==> config.mk <==
export PLATFORM = sky130hd
export DESIGN_NAME = multi_dev_bridge
export DESIGN_NICKNAME = d
export VERILOG_FILES = /design/src/rtl/multi_dev_bridge_pkg.sv /design/src/rtl/multi_dev_bridge_addr_decode.sv /design/src/rtl/multi_dev_bridge.sv
export SDC_FILE = /design/constraint.sdc
export NUM_CORES = 1
export LEC_CHECK = 0
export ABC_AREA = 0
export ABC_CLOCK_PERIOD_IN_PS = 10600
export CAP_MARGIN = 10
export CORE_AREA = 2 2 125 127
export CTS_CLUSTER_DIAMETER = 40
export DETAILED_ROUTE_END_ITERATION = 6
export DIE_AREA = 0 0 127 129
export MAX_ROUTING_LAYER = met4
export PLACE_DENSITY = 0.75
export SYNTH_ARGS = -nofsm -noshare
export SYNTH_HDL_FRONTEND = slang
export SYNTH_SLANG_ARGS = --single-unit
==> constraint.sdc <==
create_clock -name clk -period 10.6 [get_ports clk]
set_input_delay 2.12 -clock clk [delete_from_list [all_inputs] [get_ports clk]]
set_output_delay 2.12 -clock clk [all_outputs]
set_load 0.01 [all_outputs]
==> src/rtl/multi_dev_bridge_pkg.sv <==
// Shared definitions for the multi-device system bridge: FSM state codes,
// the default bus-error read value and the default device address map.
package multi_dev_bridge_pkg;

  // Bridge FSM state encodings
  localparam logic [1:0] ST_IDLE = 2'd0;
  localparam logic [1:0] ST_BUSY = 2'd1;
  localparam logic [1:0] ST_RESP = 2'd2;

  // Read data returned on a decode miss or a device timeout
  localparam logic [31:0] ERR_DATA_DEF = 32'hDEAD_BEEF;

  // Default device windows: data memory plus three small I/O blocks
  localparam logic [31:0] AD_DM   = 32'h0000_0000;
  localparam logic [31:0] AD_T0   = 32'h0000_7F00;
  localparam logic [31:0] AD_T1   = 32'h0000_7F10;
  localparam logic [31:0] AD_UART = 32'h0000_7F20;

  localparam logic [31:0] MASK_DM = 32'hFFFF_C000;  // 16 KiB window
  localparam logic [31:0] MASK_IO = 32'hFFFF_FFF0;  // 16-byte register block

  // Packed tables, slot 0 in the LSBs
  localparam logic [127:0] DEV_BASE_DEF = {AD_UART, AD_T1, AD_T0, AD_DM};
  localparam logic [127:0] DEV_MASK_DEF = {MASK_IO, MASK_IO, MASK_IO, MASK_DM};

  // Width of the BUSY-state timeout counter
  localparam int TMO_W = 8;

endpackage

==> src/rtl/multi_dev_bridge_addr_decode.sv <==
// Address decoder for the multi-device bridge: per-slot base/mask compare
// followed by a lowest-index-wins priority encoder. Produces a one-hot
// select and a miss flag when no window matches.
module bridge_addr_decode #(
  parameter int                          N_DEV    = 4,
  parameter int                          ADDR_W   = 32,
  parameter logic [N_DEV*ADDR_W-1:0]     DEV_BASE = '0,
  parameter logic [N_DEV*ADDR_W-1:0]     DEV_MASK = '0
) (
  input  logic [ADDR_W-1:0] addr,
  output logic [N_DEV-1:0]  sel,
  output logic              miss
);

  // Scan slots from 0 upward; the first matching window claims the access
  always_comb begin
    // NOTE: every output gets a default before the loop so no path leaves it unassigned (no latch).
    sel  = '0;
    miss = 1'b1;
    for (int i = 0; i < N_DEV; i++) begin
      if (miss && ((addr & DEV_MASK[i*ADDR_W +: ADDR_W]) == DEV_BASE[i*ADDR_W +: ADDR_W])) begin
        sel[i] = 1'b1;
        miss   = 1'b0;
      end
    end
  end

endmodule

==> src/rtl/multi_dev_bridge.sv <==
// System bridge between the CPU data-memory port and N_DEV memory-mapped
// devices. A request is decoded in IDLE, held on the device bus in BUSY
// until the selected device acks, and reported to the CPU with a one-cycle
// cpu_ready pulse in RESP. Misses complete immediately with an error.
// Interrupt lines are registered once into a 6-bit vector for CP0.
//
// Optional feature macro: BRIDGE_TIMEOUT_EN -- when defined, a BUSY access
// with no ack for TIMEOUT cycles completes with a bus error.
module multi_dev_bridge
  import multi_dev_bridge_pkg::*;
#(
  parameter int                      N_DEV    = 4,
  parameter int                      DATA_W   = 32,
  parameter int                      ADDR_W   = 32,
  parameter logic [N_DEV*ADDR_W-1:0] DEV_BASE = DEV_BASE_DEF,
  parameter logic [N_DEV*ADDR_W-1:0] DEV_MASK = DEV_MASK_DEF,
  parameter int                      TIMEOUT  = 15,
  parameter logic [DATA_W-1:0]       ERR_DATA = ERR_DATA_DEF,
  parameter int                      N_IRQ    = 6
) (
  input  logic                    clk,
  input  logic                    reset,
  input  logic                    cpu_req,
  input  logic                    cpu_we,
  input  logic [ADDR_W-1:0]       cpu_addr,
  input  logic [DATA_W-1:0]       cpu_wdata,
  input  logic [DATA_W/8-1:0]     cpu_be,
  output logic [DATA_W-1:0]       cpu_rdata,
  output logic                    cpu_ready,
  output logic                    cpu_err,
  output logic [N_DEV-1:0]        dev_sel,
  output logic                    dev_we,
  output logic [ADDR_W-1:0]       dev_addr,
  output logic [DATA_W-1:0]       dev_wdata,
  output logic [DATA_W/8-1:0]     dev_be,
  input  logic [N_DEV*DATA_W-1:0] dev_rdata,
  input  logic [N_DEV-1:0]        dev_ack,
  input  logic [N_IRQ-1:0]        irq_in,
  output logic [5:0]              hw_int
);

  // Reject unsupported configurations at elaboration
  if (N_DEV < 1 || N_DEV > 8) begin : g_bad_n_dev
    $error("multi_dev_bridge: N_DEV must be 1..8");
  end
  if (TIMEOUT < 1 || TIMEOUT > 255) begin : g_bad_timeout
    $error("multi_dev_bridge: TIMEOUT must be 1..255");
  end
  if (N_IRQ < 1 || N_IRQ > 6) begin : g_bad_n_irq
    $error("multi_dev_bridge: N_IRQ must be 1..6");
  end

  logic [1:0]        state;
  logic [N_DEV-1:0]  dec_sel;
  logic              dec_miss;
  logic [DATA_W-1:0] sel_rdata;
  logic              sel_ack;

`ifdef BRIDGE_TIMEOUT_EN
  localparam logic [TMO_W-1:0] TMO_LAST = TMO_W'(TIMEOUT - 1);
  logic [TMO_W-1:0] tmo_cnt;
`endif

  bridge_addr_decode #(
    .N_DEV    (N_DEV),
    .ADDR_W   (ADDR_W),
    .DEV_BASE (DEV_BASE),
    .DEV_MASK (DEV_MASK)
  ) u_decode (
    .addr (cpu_addr),
    .sel  (dec_sel),
    .miss (dec_miss)
  );

  // Route the selected device's read data and ack; other slots are ignored
  always_comb begin
    sel_rdata = '0;
    for (int i = 0; i < N_DEV; i++) begin
      if (dev_sel[i]) sel_rdata = dev_rdata[i*DATA_W +: DATA_W];
    end
    sel_ack = |(dev_ack & dev_sel);
  end

  // Access FSM with registered CPU response and device-bus outputs
  always_ff @(posedge clk or posedge reset) begin
    if (reset) begin
      state     <= ST_IDLE;
      cpu_rdata <= '0;
      cpu_ready <= 1'b0;
      cpu_err   <= 1'b0;
      dev_sel   <= '0;
      dev_we    <= 1'b0;
      dev_addr  <= '0;
      dev_wdata <= '0;
      dev_be    <= '0;
`ifdef BRIDGE_TIMEOUT_EN
      tmo_cnt   <= '0;
`endif
    end else begin
      // NOTE: non-blocking assignments so every register updates from pre-edge values.
      case (state)
        ST_IDLE: begin
          cpu_ready <= 1'b0;
          cpu_err   <= 1'b0;
          if (cpu_req) begin
            if (!dec_miss) begin
              dev_sel   <= dec_sel;
              dev_we    <= cpu_we;
              dev_addr  <= {cpu_addr[ADDR_W-1:2], 2'b00};
              dev_wdata <= cpu_wdata;
              dev_be    <= cpu_be;
`ifdef BRIDGE_TIMEOUT_EN
              tmo_cnt   <= '0;
`endif
              state     <= ST_BUSY;
            end else begin
              // Unmapped address: answer straight away with a bus error
              cpu_ready <= 1'b1;
              cpu_err   <= 1'b1;
              cpu_rdata <= ERR_DATA;
              state     <= ST_RESP;
            end
          end
        end

        ST_BUSY: begin
          if (sel_ack) begin
            // An ack takes priority over a timeout landing in the same cycle
            cpu_rdata <= dev_we ? '0 : sel_rdata;
            cpu_err   <= 1'b0;
            cpu_ready <= 1'b1;
            dev_sel   <= '0;
            dev_we    <= 1'b0;
            state     <= ST_RESP;
          end
`ifdef BRIDGE_TIMEOUT_EN
          else if (tmo_cnt == TMO_LAST) begin
            cpu_rdata <= ERR_DATA;
            cpu_err   <= 1'b1;
            cpu_ready <= 1'b1;
            dev_sel   <= '0;
            dev_we    <= 1'b0;
            state     <= ST_RESP;
          end else begin
            tmo_cnt <= tmo_cnt + 1'b1;
          end
`endif
        end

        ST_RESP: begin
          // Single response cycle; cpu_rdata keeps its value afterwards
          cpu_ready <= 1'b0;
          cpu_err   <= 1'b0;
          state     <= ST_IDLE;
        end

        default: begin
          cpu_ready <= 1'b0;
          cpu_err   <= 1'b0;
          dev_sel   <= '0;
          dev_we    <= 1'b0;
          state     <= ST_IDLE;
        end
      endcase
    end
  end

  // One register stage on the interrupt lines; unused upper bits stay 0
  always_ff @(posedge clk or posedge reset) begin
    if (reset) hw_int <= '0;
    else       hw_int <= 6'(irq_in);
  end

endmodule

After elaboration in Yosys (flattened, before gate mapping)
Cells that the tools add are included.

storage, ports and cells
  bits in registers = 113
  input bits = 210

operators by class
  equality and inequality tests = 9
  mux-type cells = 34
  bitwise operators = 3
  reduce and logical (&&, ||, !) cells = 11

operators by type and width
  kind                    number
  $mux W32                8
  $eq A28 B11 Y1 const B  3
  $pmux W32 S2            1
  $logic_not A32 Y1       1
  $mux W1                 14
  $mux W4                 3
  $pmux W4 S3             1
  $ne A2 B2 Y1 const B    4
  $reduce_and A4 Y1       2
  $mux W2                 3
  $and A4 B4 Y4           1
  $pmux W1 S2             2
  $pmux W2 S2             1
  $reduce_or A4 Y1        1
  $logic_and A1 B1 Y1     3
  $pmux W1 S3             1
  $reduce_and A3 Y1       1
  $eq A2 B1 Y1 const B    1
  $eq A2 B2 Y1 const B    1
  $logic_not A2 Y1        1
  $not A1 Y1              2
  $reduce_and A2 Y1       1
  $reduce_bool A2 Y1      1

Logic depth before layout (Yosys ltp)
Gate-level depths: netlist (run 1).

  depth in word-level cells = 11
  gate-level depth with buffers = 7
  depth with buffers taken out = 5

Modules after synthesis
From an unflattened synthesis (run 1), not the netlist that was laid out.

unflattened totals
  cell total of the unflattened synthesis = 421
  area, all modules = 5268.8 sq um

modules (own cells, without submodules)
  module              times used  cells each  area each (sq um)
  multi_dev_bridge    1           401         5113.7
  bridge_addr_decode  1           20          155.1

Worst setup path before layout (run 1)
Ideal clock, no wire load.

  path kind = input-to-reg
  start point = input cpu_addr[24]
  end point = register cpu_rdata[0]
  arrival = 3.834 ns
  required time = 10.473 ns
  path slack = 6.639 ns
  cell stages on the path = 7
  buffers on the path = 2
  path through = or3_4 > or2_1 > a2111oi_4 > o22a_1 > buf_4 > buf_6 > mux2_1

on the way
  word-level cells in the longest chain between the ends = 10

ends and longest elaborated chain
  what                                  RTL line                            source
  start, declared                       multi_dev_bridge.sv:25              input logic [ADDR_W-1:0] cpu_addr,
  $logic_not A32 Y1                     multi_dev_bridge_addr_decode.sv:21  if (miss && ((addr & DEV_MASK[i*ADDR_W +: ADDR_W]) == DEV_BASE[i*ADDR_W +: ADDR_W])) begin
  $mux W1                               multi_dev_bridge_addr_decode.sv:21
  $logic_and A1 B1 Y1                   multi_dev_bridge_addr_decode.sv:21
  $mux W1                               multi_dev_bridge_addr_decode.sv:21
  $logic_and A1 B1 Y1                   multi_dev_bridge_addr_decode.sv:21
  $mux W1                               multi_dev_bridge_addr_decode.sv:21
  $logic_and A1 B1 Y1                   multi_dev_bridge_addr_decode.sv:21
  $mux W1 *                             multi_dev_bridge_addr_decode.sv:21
  $ne A2 B2 Y1 (no source line) *       -
  $reduce_and A4 Y1 (no source line) *  -
  end signal, assigned                  multi_dev_bridge.sv:129             cpu_rdata <= dev_we ? '0 : sel_rdata;
  end, declared                         multi_dev_bridge.sv:28              output logic [DATA_W-1:0] cpu_rdata,

Mark *: on every way between the ends. The rest lies on a longest branch, timed or not.
A chain may end at the register's enable or synchronous reset.

Worst setup path in the final report (run 1)
  start point = input cpu_addr[9]
  end point = register cpu_rdata[22]

on the way
  word-level cells in the longest chain between the ends = 9

ends and longest elaborated chain
  what                                  RTL line
  $eq A28 B11 Y1                        multi_dev_bridge_addr_decode.sv:21
  $logic_and A1 B1 Y1                   multi_dev_bridge_addr_decode.sv:21
  $mux W1                               multi_dev_bridge_addr_decode.sv:21
  $logic_and A1 B1 Y1                   multi_dev_bridge_addr_decode.sv:21
  $mux W1                               multi_dev_bridge_addr_decode.sv:21
  $logic_and A1 B1 Y1                   multi_dev_bridge_addr_decode.sv:21
  $mux W1 *                             multi_dev_bridge_addr_decode.sv:21
  $ne A2 B2 Y1 (no source line) *       -
  $reduce_and A4 Y1 (no source line) *  -

Marked as above.

==> results of run 1 <==
==> critical path: stages <==
cell                              delay (ns)
sky130_fd_sc_hd__clkdlybuf4s50_1        0.47
sky130_fd_sc_hd__nor4bb_1               0.32
sky130_fd_sc_hd__nand3_1                0.28
sky130_fd_sc_hd__a2111oi_4              0.52
sky130_fd_sc_hd__o22a_2                 0.81
sky130_fd_sc_hd__mux2_2                 0.41
==> cell families (layout without fill, tap and decap cells) <==
| family | after synthesis | count (layout) | share of synthesized area, % |
|---|---|---|---|
| buffers and inverters | 66 | 384 | 5.57 |
| muxes | 81 | 81 | 17.6 |
| and+or+nand+nor | 77 | 77 | 8.30 |
| other | 1 | 9 | 0.0695 |
| DFF | 113 | 113 | 52.4 |
| AOI/OAI and AO/OA | 108 | 108 | 16.0 |
==> power groups by stage <==
stage / logic (W) / clock network (W) / registers (W)
after floorplan: 0.0000218 / 0 / 0.000443
after global placement: 0.000109 / 0 / 0.000442
after detailed placement: 0.000111 / 0 / 0.000442
after CTS: 0.000112 / 0.000653 / 0.000434
after global routing: 0.000117 / 0.000673 / 0.000434
final: 0.000110 / 0.000639 / 0.000434
==> per-layer routing <==
| layer | up-vias | wire length [um] |
|---|---|---|
| met5 | - | 0 |
| met4 | 0 | 513 |
| met3 | 28 | 2130 |
| met2 | 259 | 9410 |
| met1 | 2393 | 7270 |
| li1 | 2273 | - |
==> path summary, 6_finish.rpt <==
path                                            from                         to  slack, ns
worst max-delay path                     cpu_addr[9]  cpu_rdata[22]$_DFFE_PP0P_       5.90
worst min-delay path             cpu_err$_DFFE_PP0P_        cpu_err$_DFFE_PP0P_       0.48
worst max register to register  state[1]$_DFFE_PP0P_  cpu_rdata[22]$_DFFE_PP0P_       7.76
worst min register to register   cpu_err$_DFFE_PP0P_        cpu_err$_DFFE_PP0P_       0.48
max in group asynchronous                      reset     dev_sel[2]$_DFFE_PP0P_       7.12
min in group asynchronous                      reset  dev_wdata[10]$_DFFE_PP0P_       2.12
==> placed cells by master (no fill, tap or decap), types with 2 or more instances in the layout <==
cell type,synthesis,final
sky130_fd_sc_hd__and2_1,18,18
sky130_fd_sc_hd__nor3_1,2,2
sky130_fd_sc_hd__mux2_2,43,43
sky130_fd_sc_hd__dfrtp_1,113,112
sky130_fd_sc_hd__inv_1,29,28
sky130_fd_sc_hd__o21ai_0,3,3
sky130_fd_sc_hd__nand2_1,17,17
sky130_fd_sc_hd__nor4_2,3,3
sky130_fd_sc_hd__o31ai_1,3,3
sky130_fd_sc_hd__a21oi_1,31,31
sky130_fd_sc_hd__diode_2,0,7
sky130_fd_sc_hd__a22o_1,2,2
sky130_fd_sc_hd__inv_6,0,3
sky130_fd_sc_hd__clkdlybuf4s50_1,0,318
sky130_fd_sc_hd__nor2_1,5,3
sky130_fd_sc_hd__a221o_1,31,31
sky130_fd_sc_hd__mux2_1,28,28
sky130_fd_sc_hd__nand3_1,10,10
sky130_fd_sc_hd__nor2_2,0,2
sky130_fd_sc_hd__mux2_4,10,10
sky130_fd_sc_hd__clkbuf_16,0,17
sky130_fd_sc_hd__a221oi_1,23,23
sky130_fd_sc_hd__bufinv_16,0,5
sky130_fd_sc_hd__clkinv_4,0,5
sky130_fd_sc_hd__buf_4,3,5
sky130_fd_sc_hd__conb_1,1,2
sky130_fd_sc_hd__nand2b_1,12,12
==> stage by stage <==
| step | utilization [%] | total power, W | hold WS [ns] | cells | worst slack (ns) |
|---|---|---|---|---|---|
| 6_report | 62.5 | 0.00118 | 0.476 | 960 | 5.90 |
| 5_1_grt | 62.5 | 0.00123 | 0.505 | 960 | 5.76 |
| 4_1_cts | 62.4 | 0.00120 | 0.484 | 953 | 5.91 |
| 3_5_place_dp | 58.0 | 0.000553 | 0.470 | 921 | 5.50 |
| 3_3_place_gp | 58.0 | 0.000551 | 0.467 | 921 | 5.58 |
| 2_1_floorplan | - | 0.000465 | 0.514 | 447 | 5.49 |
==> area by class of cell <==
class | instances | share of cell area [%]
Timing Repair Buffer | 323 | 34.4
Tap cell | 188 | 2.51
Inverter | 29 | 1.19
Sequential cell | 113 | 30.2
Multi-Input combinational cell | 268 | 24.4
Clock buffer | 18 | 4.69
Antenna cell | 7 | 0.187
Clock inverter | 14 | 2.43
==> registers in the layout (all words and copies together) (netlist names) <==
signal and flops:
cpu_ready 1, hw_int 6, dev_be 4, state 2, cpu_err 1, dev_we 1
cpu_rdata 32, dev_addr 30, dev_wdata 32, dev_sel 4
==> impl_metrics.json, run 1 <==
{
  "outcome": "completed",
  "cts_buffers": 17,
  "fp.dieH_um": 129,
  "synth_top_cell_area_share_pct": 52.4,
  "quantity_of_i_o_buffers_inserted_on_ports": 318,
  "nFillCells": 1172,
  "ir_drop_v": 0.000124,
  "groute.usage.overall_pct": 24.0,
  "netlist.top_cell.by_area": "sky130_fd_sc_hd__dfrtp_1",
  "synth_async_sr_flop_share_pct": 100,
  "wl_per_cell_um": 20.1,
  "dr_total_vias": 4953,
  "timing.hold.worst.class": "reg -> reg",
  "largest_fanout_on_the_critical_path": 34,
  "setup_total_neg_slack_ns": 0,
  "clock_tree.buffer_depth": 2,
  "pin_count_of_the_biggest_net_entering_global_routing": 76,
  "sum_of_routed_wire_length_over_all_layers_um": 19300,
  "cts.root.buffer_cell": "sky130_fd_sc_hd__clkbuf_16",
  "groute.layer.met3.usage_pct": 9.98,
  "final_max_slew_viol_count": 0,
  "timing.final.setup_violations": 0,
  "final_hold_viol_count": 0,
  "core_sq_um": 15000,
  "worst-endpoint-arrival_ns": 4.98,
  "cts_num_sinks": 113,
  "slew-limit-headroom_pct": 19.2,
  "setup.worst_path.class": "in -> reg",
  "layout-drive-gt1-share_pct": 13.6,
  "yosys_warnings": 0,
  "post_synth_most_frequent_cells": "sky130_fd_sc_hd__dfrtp_1, sky130_fd_sc_hd__mux2_2, sky130_fd_sc_hd__a21oi_1, sky130_fd_sc_hd__a221o_1, sky130_fd_sc_hd__inv_1",
  "areaGrowthSynthToFinish_pct": 73.6,
  "layout_worst_path_cycle_share_pct": 44.3,
  "post-cts-setup-buffer-count": 0,
  "drc": 0,
  "clock_tree.htree_level_count": 4,
  "worst_hold_path.num_cells": 2,
  "floorplan.io_pins": 323,
  "ys_types": 48,
  "finalNetCount": 962,
  "cap_viol_max_count": 0,
  "grt.met1_usage_pct": 25.9,
  "synth_cells": 446,
  "gp_routability_congestion": 0.920,
  "clkPwrFrac_pct": 54.0,
  "met2_usage_pct": 38.9,
  "multiInputGateArea_sq_um": 2290,
  "p_comb_share_pct": 9.3,
  "initial_utilization_pct": 36.0,
  "synthesized_area_per_cell_sq_um": 12.1,
  "power.share.sequential_pct": 36.7,
  "post-route-min-period_ns": 4.70,
  "cts_tree": "yes",
  "synth_seq_area_share_pct": 52.4,
  "postLayoutCellArea_sq_um": 9370,
  "category_of_the_worst_setup_path_capture_point": "flip-flop",
  "post_synth_instance_area_sq_um": 5400,
  "synth_most_common_cell": "sky130_fd_sc_hd__dfrtp_1",
  "number_of_gates_resized_after_cts": 0,
  "drt_iter0_markers": 180,
  "worstPathRequired_ns": 10.88,
  "cts-hold-fix-buffers": 0,
  "synth_seq_cells": 113,
  "tightestPinTransition_ns": 1.21,
  "drt_pre_antenna_iters": 4,
  "vias_per_cell": 5.16,
  "clkLatencyLatePin_ns": 0.40,
  "pwr_density_cell_nw_per_um2": 126,
  "grt_most_used_layer": "met2",
  "fin_worst_skew_ns": 0.00584,
  "synth_edf_count": 0,
  "rsz_0062_raised_after_global_routing": "no",
  "drt.antenna.violating_nets": 0,
  "grt_first_pass_wirelength_um": 28900,
  "num_rows": 45,
  "grt_pass1_vias": 5279,
  "floorplan.die_area_sq_um": 16400,
  "power_switching_share_pct": 20.9,
  "total_leakage_power_nw": 3.93,
  "die_x_um": 127,
  "sequential_cell_area_sq_um": 2830,
  "yosys_most_used_dff": "sky130_fd_sc_hd__dfrtp_1",
  "internal-power_w": 0.000937,
  "r2r_depth": 3,
  "upper_clock_frequency_limit_mhz": 213,
  "cts.reportedPaths.clkPinSlew_ns": 0.05,
  "critPathLaunchType": "input port",
  "switchingPower_w": 0.000247,
  "grt.overflow.total": 0,
  "dp_hpwl_um": 14400,
  "grt_antenna_before_repair": 7,
  "synthTopCellsByArea": "sky130_fd_sc_hd__dfrtp_1, sky130_fd_sc_hd__mux2_2, sky130_fd_sc_hd__mux2_1, sky130_fd_sc_hd__a221o_1, sky130_fd_sc_hd__a221oi_1",
  "detailed_place.area_sq_um": 8680
}
Power figures use the tool's default switching activity.
==> inputs of run 2 (changes only) <==
- ABC_CLOCK_PERIOD_IN_PS: 10600 -> 4670
- CORE_AREA: 2 2 125 127 -> 2 2 126 128
- DIE_AREA: 0 0 127 129 -> 0 0 128 130
- PLACE_DENSITY: 0.75 -> 0.74
- clock period: 10.6 -> 4.67 ns (I/O delays scaled with it)
==> impl_metrics.json, run 2 (synthesis gave the netlist of run 1 again) <==
{
  "outcome": "completed",
  "cts_tree": "yes",
  "hold_path_startpoint": "cpu_ready$_DFFE_PP0P_",
  "groute.usage.overall_pct": 23.7,
  "vias_per_cell": 5.12,
  "grt_pass1_vias": 5377,
  "r2r_end": "cpu_rdata[5]$_DFFE_PP0P_",
  "finalNetCount": 964,
  "drc": 0,
  "grt.overflow.total": 0,
  "drt.antenna.violating_nets": 0,
  "total_leakage_power_nw": 3.92,
  "pin_count_of_the_biggest_net_entering_global_routing": 71,
  "most-common-layout-cells": "sky130_fd_sc_hd__clkdlybuf4s50_1, sky130_fd_sc_hd__dfrtp_1, sky130_fd_sc_hd__mux2_2",
  "setup.worst_path.class": "in -> reg",
  "dr_total_vias": 4921,
  "path_depth": 7,
  "timing.final.setup_violations": 0,
  "cts_buffers": 17,
  "layout.cells.most_common": "sky130_fd_sc_hd__clkdlybuf4s50_1",
  "wl_per_cell_um": 20.1,
  "clock_tree.htree_level_count": 4,
  "drt_pre_antenna_iters": 4,
  "largest_fanout_on_the_critical_path": 34,
  "setup_slack_after_placement_ns": 0.971,
  "critical-path-top-delay-family": "buffers and inverters",
  "r2r_slack_ns": 2.29,
  "grt_antenna_before_repair": 2,
  "num_rows": 46,
  "floorplan.die_area_sq_um": 16600,
  "critPathLaunchType": "input port",
  "rsz_0062_raised_after_global_routing": "no",
  "drt_iter0_markers": 134,
  "worst-endpoint-arrival_ns": 3.53,
  "final_hold_viol_count": 0,
  "final_max_slew_viol_count": 0,
  "number_of_gates_resized_after_cts": 0,
  "clock_tree.buffer_depth": 2,
  "worstPathRequired_ns": 4.95,
  "cts.reportedPaths.clkPinSlew_ns": 0.05,
  "quantity_of_i_o_buffers_inserted_on_ports": 318,
  "grt_first_pass_wirelength_um": 28600,
  "post-route-min-period_ns": 3.25,
  "finalWorstSetupSlack_ns": 1.42,
  "layout-drive-gt1-share_pct": 13.8,
  "path_buf_inv": 2,
  "category_of_the_worst_setup_path_capture_point": "flip-flop",
  "pwr_density_cell_nw_per_um2": 277,
  "worstPathCellList": "clkdlybuf4s50_1, or3_4, or2_1, a2111oi_4, o22a_2, buf_4, mux2_1",
  "areaGrowthSynthToFinish_pct": 73.1,
  "cap_viol_max_count": 0,
  "tightestPinTransition_ns": 1.13,
  "cp_slowest_stage_delay_ns": 0.44,
  "largest_registers": "cpu_rdata x32, dev_wdata x32, dev_addr x30",
  "dp_hpwl_um": 14500,
  "floorplan.io_pins": 323,
  "cts.root.buffer_cell": "sky130_fd_sc_hd__clkbuf_16",
  "fin_worst_skew_ns": 0.00839,
  "timing.hold.worst.class": "reg -> reg",
  "initial_utilization_pct": 35.0,
  "cts_num_sinks": 113,
  "slew-limit-headroom_pct": 24.7,
  "gp_routability_congestion": 0.860,
  "die_x_um": 128,
  "layout_worst_path_cycle_share_pct": 69.6,
  "cts-hold-fix-buffers": 0,
  "clkLatencyLatePin_ns": 0.41,
  "fp.dieH_um": 130,
  "setup_total_neg_slack_ns": 0,
  "sum_of_routed_wire_length_over_all_layers_um": 19300,
  "ir_drop_v": 0.000256,
  "worst_hold_path.num_cells": 2,
  "r2r_depth": 4,
  "critical_path.reg2reg.startpoint": "dev_sel[3]$_DFFE_PP0P_",
  "post-cts-setup-buffer-count": 0,
  "upper_clock_frequency_limit_mhz": 308,
  "timing.critical_path.slowest_stage_cell": "sky130_fd_sc_hd__clkdlybuf4s50_1",
  "core_sq_um": 15400,
  "worstHoldEndpoint": "cpu_ready$_DFFE_PP0P_"
}
## run 2: cell count changes in the layout (fill, tap and decap cells not counted), sizes merged
| cell | delta |
|---|---|
| diode | -5 |
| clkinv | +1 |
| inv | +1 |
| buf | +2 |
| bufinv | -2 |
## run 2: worst register-to-register path: stages, from the launching register on
cell and delay (ns):
sky130_fd_sc_hd__dfrtp_1 0.63, sky130_fd_sc_hd__inv_1 0.35, sky130_fd_sc_hd__nor2_2 0.90, sky130_fd_sc_hd__a221o_1 0.31, sky130_fd_sc_hd__mux2_1 0.13
## run 2: layer usage
layer	global-route usage [%]	routed length (um)
met1	25.1	7360
met2	40.0	9460
met3	8.73	1910
met4	10.0	613
met5	-	0
## run 2: final cells by class
| class | count | area (sq um) |
|---|---|---|
| Tap cell | 192 | 240 |
| Timing Repair Buffer | 325 | 3250 |
| Inverter | 29 | 111 |
| Clock inverter | 14 | 178 |
| Fill cell | 1229 | 6090 |
| Antenna cell | 2 | 5.00 |
| Sequential cell | 113 | 2830 |
| Clock buffer | 18 | 439 |
| Multi-Input combinational cell | 268 | 2290 |
## run 2: worst max-delay path by stage
| stage | startpoint | end |
|---|---|---|
| after global placement | cpu_addr[9] | cpu_rdata[19]$_DFFE_PP0P_ |
| after CTS | cpu_addr[15] | cpu_rdata[27]$_DFFE_PP0P_ |
| after floorplan | reset | cpu_err$_DFFE_PP0P_ |
| after detailed placement | cpu_addr[9] | cpu_rdata[27]$_DFFE_PP0P_ |
| after global routing | cpu_addr[9] | cpu_rdata[10]$_DFFE_PP0P_ |
| final | cpu_addr[24] | cpu_rdata[27]$_DFFE_PP0P_ |
## run 2: power breakdown
group / switching (W) / internal [W]
clock network: 0.000483 / 0.000860
registers: 0.00000273 / 0.000984
logic: 0.0000779 / 0.000174
total: 0.000564 / 0.00202
## run 2: stage by stage
stage | power, W | cells | hold slack (ns) | utilization (%) | area (sq um)
floorplan | 0.00105 | 447 | 0.514 | - | 5400
global placement | 0.00125 | 927 | 0.467 | 56.5 | 8720
detailed placement | 0.00126 | 927 | 0.470 | 56.5 | 8720
CTS | 0.00262 | 959 | 0.486 | 60.5 | 9330
global route | 0.00268 | 961 | 0.509 | 60.5 | 9340
finish | 0.00258 | 961 | 0.480 | 60.5 | 9340
==> inputs of run 3 (changes only) <==
- ABC_CLOCK_PERIOD_IN_PS: 4670 -> 2900
- CORE_AREA: 2 2 126 128 -> default
- CORE_MARGIN: default -> 2
- CORE_UTILIZATION: default -> 34
- DIE_AREA: 0 0 128 130 -> default
- clock period: 4.67 -> 2.9 ns (I/O delays scaled with it)
==> impl_metrics.json, run 3 (synthesis gave the netlist of run 1 again) <==
{
  "outcome": "completed",
  "vias_per_cell": 4.98,
  "core_sq_um": 15700,
  "post-cts-setup-buffer-count": 0,
  "rsz_0062_raised_after_global_routing": "no",
  "grt.overflow.total": 0,
  "clkLatencyLatePin_ns": 0.41,
  "largest_registers": "cpu_rdata x32, dev_wdata x32, dev_addr x30",
  "final_max_slew_viol_count": 0,
  "cts-hold-fix-buffers": 0,
  "worstPathRequired_ns": 3.18,
  "cts_buffers": 17,
  "drt_iter0_markers": 184,
  "dp_hpwl_um": 13800,
  "drt.antenna.violating_nets": 0,
  "critical-path-top-delay-family": "buffers and inverters",
  "fin_worst_skew_ns": 0.00772,
  "timing.hold.worst.class": "reg -> reg",
  "whs_ns": 0.479,
  "cap_viol_max_count": 0,
  "cts.reportedPaths.clkPinSlew_ns": 0.05,
  "most-common-layout-cells": "sky130_fd_sc_hd__clkdlybuf4s50_1, sky130_fd_sc_hd__dfrtp_1, sky130_fd_sc_hd__mux2_2",
  "floorplan.die_area_sq_um": 16900,
  "grt_first_pass_wirelength_um": 27200,
  "critPathLaunchType": "input port",
  "nFillCells": 1302,
  "quantity_of_i_o_buffers_inserted_on_ports": 318,
  "worstPathCellList": "clkdlybuf4s50_1, nor4bb_1, nand3_1, a2111oi_4, buf_4, o22a_2, buf_12, mux2_1",
  "dr_total_vias": 4965,
  "total_leakage_power_nw": 3.98,
  "die_x_um": 130,
  "category_of_the_worst_setup_path_capture_point": "flip-flop",
  "layout.cells.most_common": "sky130_fd_sc_hd__clkdlybuf4s50_1",
  "areaGrowthSynthToFinish_pct": 76.0,
  "clock_tree.htree_level_count": 4,
  "timing.final.setup_violations": 0,
  "finalNetCount": 977,
  "clock_tree.buffer_depth": 2,
  "initial_utilization_pct": 34.3,
  "tightestPinTransition_ns": 1.07,
  "final_hold_viol_count": 0,
  "timing.critical_path.slowest_stage_cell": "sky130_fd_sc_hd__clkdlybuf4s50_1",
  "critical_path.reg2reg.startpoint": "dev_sel[3]$_DFFE_PP0P_",
  "floorplan.io_pins": 323,
  "fin_util_pct": 60.4,
  "cts_num_sinks": 113,
  "setup_slack_after_placement_ns": -0.144,
  "cts_tree": "yes",
  "wl_per_cell_um": 18.4,
  "worst-endpoint-arrival_ns": 2.89,
  "grt_antenna_before_repair": 1,
  "p_total_w": 0.00404,
  "cts.root.buffer_cell": "sky130_fd_sc_hd__clkbuf_16",
  "drc": 0,
  "pwr_density_cell_nw_per_um2": 426,
  "groute.usage.overall_pct": 21.8,
  "ir_drop_v": 0.000440,
  "grt_pass1_vias": 5203,
  "path_buf_inv": 3,
  "slew-limit-headroom_pct": 28.5,
  "crit_path_start": "cpu_addr[9]",
  "fp.dieH_um": 130,
  "drt_pre_antenna_iters": 5,
  "post-route-min-period_ns": 2.62,
  "finalWorstSetupSlack_ns": 0.284,
  "largest_fanout_on_the_critical_path": 22,
  "cp_slowest_stage_delay_ns": 0.47,
  "num_rows": 46,
  "pin_count_of_the_biggest_net_entering_global_routing": 63,
  "setup.worst_path.class": "in -> reg",
  "number_of_gates_resized_after_cts": 0,
  "hold_path_startpoint": "cpu_ready$_DFFE_PP0P_",
  "upper_clock_frequency_limit_mhz": 382,
  "layout_worst_path_cycle_share_pct": 90.2,
  "sum_of_routed_wire_length_over_all_layers_um": 18300,
  "gp_routability_congestion": 0.788,
  "layout-drive-gt1-share_pct": 15.1
}
[run 3: changes by cell type in the layout (fill, tap and decap cells not counted)]
cell,previous run,this run
sky130_fd_sc_hd__clkbuf_8,1,0
sky130_fd_sc_hd__clkinv_4,4,6
sky130_fd_sc_hd__clkinvlp_4,1,3
sky130_fd_sc_hd__bufinv_16,3,2
sky130_fd_sc_hd__buf_12,1,6
sky130_fd_sc_hd__inv_6,4,3
sky130_fd_sc_hd__buf_4,6,14
sky130_fd_sc_hd__clkinv_2,2,1
sky130_fd_sc_hd__inv_4,1,0
sky130_fd_sc_hd__diode_2,2,1
[run 3: path summary, 6_finish.rpt]
check	end	slack (ns)	cells after the start
max	cpu_rdata[16]$_DFFE_PP0P_	0.28	8
min	cpu_ready$_DFFE_PP0P_	0.48	2
max reg2reg	cpu_rdata[19]$_DFFE_PP0P_	0.60	4
min reg2reg	cpu_ready$_DFFE_PP0P_	0.48	2
max in group asynchronous	dev_wdata[19]$_DFFE_PP0P_	1.61	3
min in group asynchronous	cpu_rdata[28]$_DFFE_PP0P_	0.63	2
[run 3: final cells by class]
class | instances | area, sq um | share of cell area (%)
clock inverters | 14 | 159 | 1.67
repair buffers | 338 | 3410 | 35.9
well taps | 216 | 270 | 2.85
flip-flops and latches | 113 | 2830 | 29.8
diodes | 1 | 2.50 | 0.0264
clock buffers | 17 | 425 | 4.48
inverters | 29 | 113 | 1.19
multi-input cells | 268 | 2290 | 24.1
[run 3: power by group]
group          total (W)  leakage (nW)  switching, W  internal (W)
registers        0.00159          1.43    0.00000323       0.00158
clock network    0.00204         0.280      0.000771       0.00127
logic           0.000415          2.27      0.000123      0.000291
total            0.00404          3.98      0.000897       0.00315
[run 3: routing by layer]
layer	up-vias	routed length, um	track usage [%]
met2	228	8980	36.2
met5	-	0	-
met3	26	1930	8.20
li1	2292	-	-
met4	0	345	6.96
met1	2419	7070	24.3
[run 3: worst reg2reg max path, stage by stage (launching register included)]
cell and delay [ns]:
sky130_fd_sc_hd__dfrtp_1 0.61, sky130_fd_sc_hd__inv_1 0.31, sky130_fd_sc_hd__nor2_2 0.87, sky130_fd_sc_hd__a221o_1 0.30, sky130_fd_sc_hd__mux2_2 0.15
[run 3: through the flow]
step	instance area (sq um)	setup TNS (ns)	std cells
finish	9490	0	996
detailed placement	8910	-3.49	964
global placement	8910	-0.356	964
CTS	9490	0	995
global route	9490	0	996
floorplan	5400	0	447
